$ cat config.mk
export PLATFORM = sky130hd
export DESIGN_NAME = ula_arbiter_flat
export DESIGN_NICKNAME = d
export VERILOG_FILES = /design/src/rtl/ula_arbiter_if.sv /design/src/rtl/ula_arbiter.sv /design/src/flat_wrapper.sv
export SDC_FILE = /design/constraint.sdc
export NUM_CORES = 1
export LEC_CHECK = 0
export ABC_CLOCK_PERIOD_IN_PS = 2200
export BUFFER_PORTS_ARGS = -buffer_cell sky130_fd_sc_hd__buf_4
export CORE_MARGIN = 8
export CORE_UTILIZATION = 49
export CTS_BUF_LIST = sky130_fd_sc_hd__clkbuf_8 sky130_fd_sc_hd__clkbuf_16
export CTS_CLUSTER_DIAMETER = 100
export CTS_CLUSTER_SIZE = 24
export DETAILED_ROUTE_END_ITERATION = 8
export GPL_ROUTABILITY_DRIVEN = 0
export PLACE_DENSITY = 0.85
export SYNTH_ARGS = -nofsm -noshare
export SYNTH_HDL_FRONTEND = slang
export SYNTH_SLANG_ARGS = --single-unit
$ cat constraint.sdc
create_clock -name clk -period 2.2 [get_ports clk]
set_input_delay 0.11 -clock clk [delete_from_list [all_inputs] [get_ports clk]]
set_output_delay 0.11 -clock clk [all_outputs]
set_load 0.03 [all_outputs]
$ cat src/rtl/ula_arbiter_if.sv
// Bundle of the two requester ports, the shared response and the ula datapath
// connection, as seen by the arbiter (slave) and by its surroundings (master).
interface ula_arbiter_if #(
    parameter int WIDTH = 8,
    parameter int OPW   = 3
);
    logic             req0_valid;
    logic             req0_ready;
    logic [WIDTH-1:0] req0_a;
    logic [WIDTH-1:0] req0_b;
    logic [OPW-1:0]   req0_op;

    logic             req1_valid;
    logic             req1_ready;
    logic [WIDTH-1:0] req1_a;
    logic [WIDTH-1:0] req1_b;
    logic [OPW-1:0]   req1_op;

    logic             rsp0_valid;
    logic             rsp1_valid;
    logic [WIDTH-1:0] rsp_result;

    logic [WIDTH-1:0] ula_a;
    logic [WIDTH-1:0] ula_b;
    logic [OPW-1:0]   ula_opcode;
    logic [WIDTH-1:0] ula_s;

    logic             busy;
    logic             last_grant;

    modport slave (
        input  req0_valid, req0_a, req0_b, req0_op,
        input  req1_valid, req1_a, req1_b, req1_op,
        input  ula_s,
        output req0_ready, req1_ready,
        output rsp0_valid, rsp1_valid, rsp_result,
        output ula_a, ula_b, ula_opcode,
        output busy, last_grant
    );

    modport master (
        output req0_valid, req0_a, req0_b, req0_op,
        output req1_valid, req1_a, req1_b, req1_op,
        output ula_s,
        input  req0_ready, req1_ready,
        input  rsp0_valid, rsp1_valid, rsp_result,
        input  ula_a, ula_b, ula_opcode,
        input  busy, last_grant
    );
endinterface

$ cat src/rtl/ula_arbiter.sv
// Round-robin sharing of one ula between two requesters: grants in IDLE, holds
// the granted operands through EXEC, returns the captured result in DONE.
module ula_arbiter #(
    parameter int WIDTH = 8,
    parameter int OPW   = 3,
    parameter int LAT   = 1
) (
    input  logic          clk,
    input  logic          rst,
    ula_arbiter_if.slave  bus
);

    typedef enum logic [1:0] {
        IDLE = 2'd0,
        EXEC = 2'd1,
        DONE = 2'd2
    } state_t;

    localparam logic [2:0] LAT_C = 3'(LAT);

    state_t           state_reg;
    logic [2:0]       cnt_reg;
    logic             owner_reg;
    logic             last_grant_reg;
    logic [WIDTH-1:0] ula_a_reg;
    logic [WIDTH-1:0] ula_b_reg;
    logic [OPW-1:0]   ula_op_reg;
    logic [WIDTH-1:0] rsp_result_reg;
    logic [1:0]       rsp_valid_reg;

    logic [1:0]       req_valid;
    logic [1:0]       ready;
    logic             sel;
    logic             grant;
    logic [WIDTH-1:0] sel_a;
    logic [WIDTH-1:0] sel_b;
    logic [OPW-1:0]   sel_op;

    assign req_valid = {bus.req1_valid, bus.req0_valid};

    // On a tie the requester that did not win last time is preferred.
    always_comb begin
        sel = 1'b0;
        if (&req_valid) begin
            sel = ~last_grant_reg;
        end else if (req_valid[1]) begin
            sel = 1'b1;
        end
    end

    genvar gi;
    generate
        for (gi = 0; gi < 2; gi++) begin : g_ready
            assign ready[gi] = (state_reg == IDLE) && req_valid[gi] && (sel == 1'(gi));
        end
    endgenerate

    assign grant  = |ready;
    assign sel_a  = sel ? bus.req1_a  : bus.req0_a;
    assign sel_b  = sel ? bus.req1_b  : bus.req0_b;
    assign sel_op = sel ? bus.req1_op : bus.req0_op;

    always_ff @(posedge clk) begin
        if (rst) begin
            state_reg      <= IDLE;
            cnt_reg        <= '0;
            owner_reg      <= 1'b0;
            last_grant_reg <= 1'b1;
            ula_a_reg      <= '0;
            ula_b_reg      <= '0;
            ula_op_reg     <= '0;
            rsp_result_reg <= '0;
            rsp_valid_reg  <= '0;
        end else begin
            rsp_valid_reg <= '0;
            case (state_reg)
                IDLE: begin
                    if (grant) begin
                        ula_a_reg      <= sel_a;
                        ula_b_reg      <= sel_b;
                        ula_op_reg     <= sel_op;
                        owner_reg      <= sel;
                        last_grant_reg <= sel;
                        cnt_reg        <= '0;
                        state_reg      <= EXEC;
                    end
                end
                EXEC: begin
                    cnt_reg <= cnt_reg + 3'd1;
                    if (cnt_reg == LAT_C) begin
                        rsp_result_reg           <= bus.ula_s;
                        rsp_valid_reg[owner_reg] <= 1'b1;
                        state_reg                <= DONE;
                    end
                end
                DONE: begin
                    state_reg <= IDLE;
                end
                default: begin
                    state_reg <= IDLE;
                end
            endcase
        end
    end

    assign bus.req0_ready = ready[0];
    assign bus.req1_ready = ready[1];
    assign bus.rsp0_valid = rsp_valid_reg[0];
    assign bus.rsp1_valid = rsp_valid_reg[1];
    assign bus.rsp_result = rsp_result_reg;
    assign bus.ula_a      = ula_a_reg;
    assign bus.ula_b      = ula_b_reg;
    assign bus.ula_opcode = ula_op_reg;
    assign bus.busy       = (state_reg != IDLE);
    assign bus.last_grant = last_grant_reg;

endmodule

$ cat src/flat_wrapper.sv
// flat-port wrapper written by rule: the top's interface ports become plain ports
module ula_arbiter_flat 
#(
    parameter int WIDTH = 8,
    parameter int OPW   = 3,
    parameter int LAT   = 1
)
  (clk, rst, bus_req0_valid, bus_req0_a, bus_req0_b, bus_req0_op, bus_req1_valid, bus_req1_a, bus_req1_b, bus_req1_op, bus_ula_s, bus_req0_ready, bus_req1_ready, bus_rsp0_valid, bus_rsp1_valid, bus_rsp_result, bus_ula_a, bus_ula_b, bus_ula_opcode, bus_busy, bus_last_grant);
  ula_arbiter_if #(.WIDTH(WIDTH), .OPW(OPW)) bus_i ();
  input  logic clk;
  input  logic rst;
  input wire logic [$bits(bus_i.req0_valid)-1:0] bus_req0_valid;
  input wire logic [$bits(bus_i.req0_a)-1:0] bus_req0_a;
  input wire logic [$bits(bus_i.req0_b)-1:0] bus_req0_b;
  input wire logic [$bits(bus_i.req0_op)-1:0] bus_req0_op;
  input wire logic [$bits(bus_i.req1_valid)-1:0] bus_req1_valid;
  input wire logic [$bits(bus_i.req1_a)-1:0] bus_req1_a;
  input wire logic [$bits(bus_i.req1_b)-1:0] bus_req1_b;
  input wire logic [$bits(bus_i.req1_op)-1:0] bus_req1_op;
  input wire logic [$bits(bus_i.ula_s)-1:0] bus_ula_s;
  output wire logic [$bits(bus_i.req0_ready)-1:0] bus_req0_ready;
  output wire logic [$bits(bus_i.req1_ready)-1:0] bus_req1_ready;
  output wire logic [$bits(bus_i.rsp0_valid)-1:0] bus_rsp0_valid;
  output wire logic [$bits(bus_i.rsp1_valid)-1:0] bus_rsp1_valid;
  output wire logic [$bits(bus_i.rsp_result)-1:0] bus_rsp_result;
  output wire logic [$bits(bus_i.ula_a)-1:0] bus_ula_a;
  output wire logic [$bits(bus_i.ula_b)-1:0] bus_ula_b;
  output wire logic [$bits(bus_i.ula_opcode)-1:0] bus_ula_opcode;
  output wire logic [$bits(bus_i.busy)-1:0] bus_busy;
  output wire logic [$bits(bus_i.last_grant)-1:0] bus_last_grant;
  assign bus_i.req0_valid = bus_req0_valid;
  assign bus_i.req0_a = bus_req0_a;
  assign bus_i.req0_b = bus_req0_b;
  assign bus_i.req0_op = bus_req0_op;
  assign bus_i.req1_valid = bus_req1_valid;
  assign bus_i.req1_a = bus_req1_a;
  assign bus_i.req1_b = bus_req1_b;
  assign bus_i.req1_op = bus_req1_op;
  assign bus_i.ula_s = bus_ula_s;
  assign bus_req0_ready = bus_i.req0_ready;
  assign bus_req1_ready = bus_i.req1_ready;
  assign bus_rsp0_valid = bus_i.rsp0_valid;
  assign bus_rsp1_valid = bus_i.rsp1_valid;
  assign bus_rsp_result = bus_i.rsp_result;
  assign bus_ula_a = bus_i.ula_a;
  assign bus_ula_b = bus_i.ula_b;
  assign bus_ula_opcode = bus_i.ula_opcode;
  assign bus_busy = bus_i.busy;
  assign bus_last_grant = bus_i.last_grant;
  ula_arbiter #(.WIDTH(WIDTH), .OPW(OPW), .LAT(LAT)) u_core (.clk(clk), .rst(rst), .bus(bus_i));
endmodule
==> impl_metrics.yaml <==
floorplanning:
  dieArea_um2: 5530
  initial_utilization: 0.504
  num_io_pins: 83
  rows: 21
  die_x_um: 74.3
  die_h_um: 74.3
  core_area_um2: 3310
critical_path:
  critPathArrivalTime_ps: 1620
  cp_common_cell: "buf_4"
  r2r_end: "u_core.bus.last_grant"
  critPathMaxFanout: 13
  path_cells: "nor2_4 > buf_4 > nand2_1 > nor2_1 > buf_4"
  required_ps: 2090
  criticalPathCategory: "reg -> out"
  endpoint_kind: "output port"
  reg2reg_slack_ps: 710
  start_kind: "flip-flop"
  r2r_cells: 4
  slowest_delay_ps: 390
  r2r_start: "u_core.state_reg[1]"
  crit_slowest_cell: "dfxtp_1"
synth:
  synthTopCellsByArea: "dfxtp_1 43%, nand2_1 13%, a311oi_2 9.9%, a21oi_1 9.6%, a311oi_1 4.2%"
  syn_area_per_cell_um2: 8.73
  ys_ff_latch: 36
  ys_warn_count: 0
  ys_types: 28
  yosysTopAreaCell: "dfxtp_1"
  synthCells: 191
  netlist_area_um2: 1670
  synth_top_area_frac: 0.432
  synth_fp_nets: 243
  synth_seq_area_share: 0.432
finish:
  drive_gt1_frac: 0.403
  area_delta_synth_final_pct: 40.4
  final_nets: 319
  final_common_cell: "buf_4"
  antenna_cells: 0
  nFillCells: 284
  final_cell_mix: "84 x buf_4, 57 x nand2_1, 36 x dfxtp_1"
  stdcell_count: 314
place:
  dp_hpwl_mm: 3.50
  port_buffers: 82
  place_inst: 306
timing:
  maxSlewHeadroom: 0.638
  fin_crit_sh: 0.789
  final_hold_viol_count: 0
  setup_viol: 0
  finClkSkew_ps: 8.09
  period_needed_ps: 1730
  worst_pin_slew_ps: 543
  fin_tns_setup_ps: 0
  maxSlewViolCount: 0
  fmax_mhz: 576
  rsz0062_at_grt: "no"
drt:
  drt_wl_total_mm: 4.59
  drt-initial-drc-count: 83
  dr_total_vias: 1594
  wl_per_cell_um: 14.6
  viasPerCell: 5.08
  ant_nets: 0
  dr.pass1.iters: 4
  route.detailed.drc: 0
cts:
  clock_sinks: 36
  h-tree-depth: 2
  cts_buffer_depth: 2
  clock_latency_ps: 290
  cts_resized: 0
  clk_pin_slew_ps: 70
  cts_made_buffers: 5
  root_buffer: "clkbuf_8"
  tritoncts: "yes"
  cts_setup_buffers: 0
  holdBufCountCts: 0
grt:
  grt_pass1_vias: 1664
  grt_util_met3: 0.106
  grt_pass1_wl_mm: 7.42
  overflow: 0
  grt-busiest-layer: "met2"
  track_usage: 0.175
  met2_usage: 0.264
  grt_use_met1: 0.196
  antenna_found_initial: 0
  grt_max_degree: 36
worst_hold_path:
  hp-start: "bus_ula_s[5]"
  hold_path_depth: 3
  min_to: "u_core.bus.rsp_result[5]"
  hold_path.class: "in -> reg"
outcome:
  status: "completed"
power_and_ir_drop:
  total_power_mw: 1.70
  p_per_area_nw_per_um2: 725
  power_leakage_nw: 1.03
  peakVddDrop_mv: 0.413
run:
  drv_cap: 0
-- power breakdown --
group	switching [mW]	internal [mW]	total [mW]
Clock	0.228	0.249	0.478
Sequential	0.0362	0.706	0.743
Combinational	0.277	0.201	0.478
Total	0.541	1.16	1.70
-- routing by layer --
layer | part of all wire | wire length (µm) | up-vias
met5 | 0 | 0 | -
met1 | 0.41 | 1880 | 709
li1 | - | - | 817
met2 | 0.46 | 2110 | 63
met4 | 0.015 | 67 | 0
met3 | 0.12 | 530 | 5
-- cells by family (layout without fill, tap and decap cells) --
family	Yosys count	in the layout	share of synthesized area
simple gates	74	74	0.205
flops	36	36	0.432
buf+inv	19	96	0.0743
fa+ha+maj	2	2	0.0150
compound gates	60	60	0.274
-- worst max-delay path by stage --
stage	start	end	slack, ps
2_1_floorplan	u_core.bus.last_grant	bus_req0_ready	840
3_3_place_gp	u_core.cnt_reg[0]	u_core.rsp_valid_reg[1]	780
3_5_place_dp	u_core.state_reg[1]	u_core.bus.last_grant	730
4_1_cts	u_core.state_reg[1]	bus_req0_ready	470
5_1_grt	u_core.state_reg[1]	bus_req0_ready	330
6_report	u_core.state_reg[1]	bus_req0_ready	470
-- synth_stat cells, drive strengths merged --
master   count
a21bo        1
dfxtp       36
or2          1
nor3b        1
clkbuf       3
a221o        1
nor3         2
a311oi      19
buf         12
nor2b        3
o21ai        6
ha           2
nand2       57
and4bb       1
a21oi       32
and2         1
nand2b       2
inv          4
a21boi       1
nor2         5
nand4bb      1
-- layout make-up --
type,count,area [µm²],area share
multi-input cells,136,823,0.352
flip-flops and latches,36,721,0.308
repair buffers,84,631,0.269
clock buffers,6,82.6,0.0353
well taps,46,57.6,0.0246
inverters,4,15.0,0.00641
clock inverters,2,11.3,0.00481
-- critical path: cells and delay by family, from the launching register on --
kind	cells	cell delay (ps)
buffers and inverters	2	440
DFF	1	390
and+or+nand+nor	3	510
-- through the flow --
stage | instance area [µm²] | utilization | hold slack, ps | setup slack (ps)
after CTS | 2340 | 0.707 | 64.9 | 469
after global placement | 2250 | 0.679 | 361 | 781
final | 2340 | 0.707 | 70.4 | 465
after floorplan | 1670 | - | 246 | 836
after global routing | 2340 | 0.707 | 59.2 | 331
after detailed placement | 2250 | 0.679 | 371 | 733
Power figures use the tool's default switching activity.
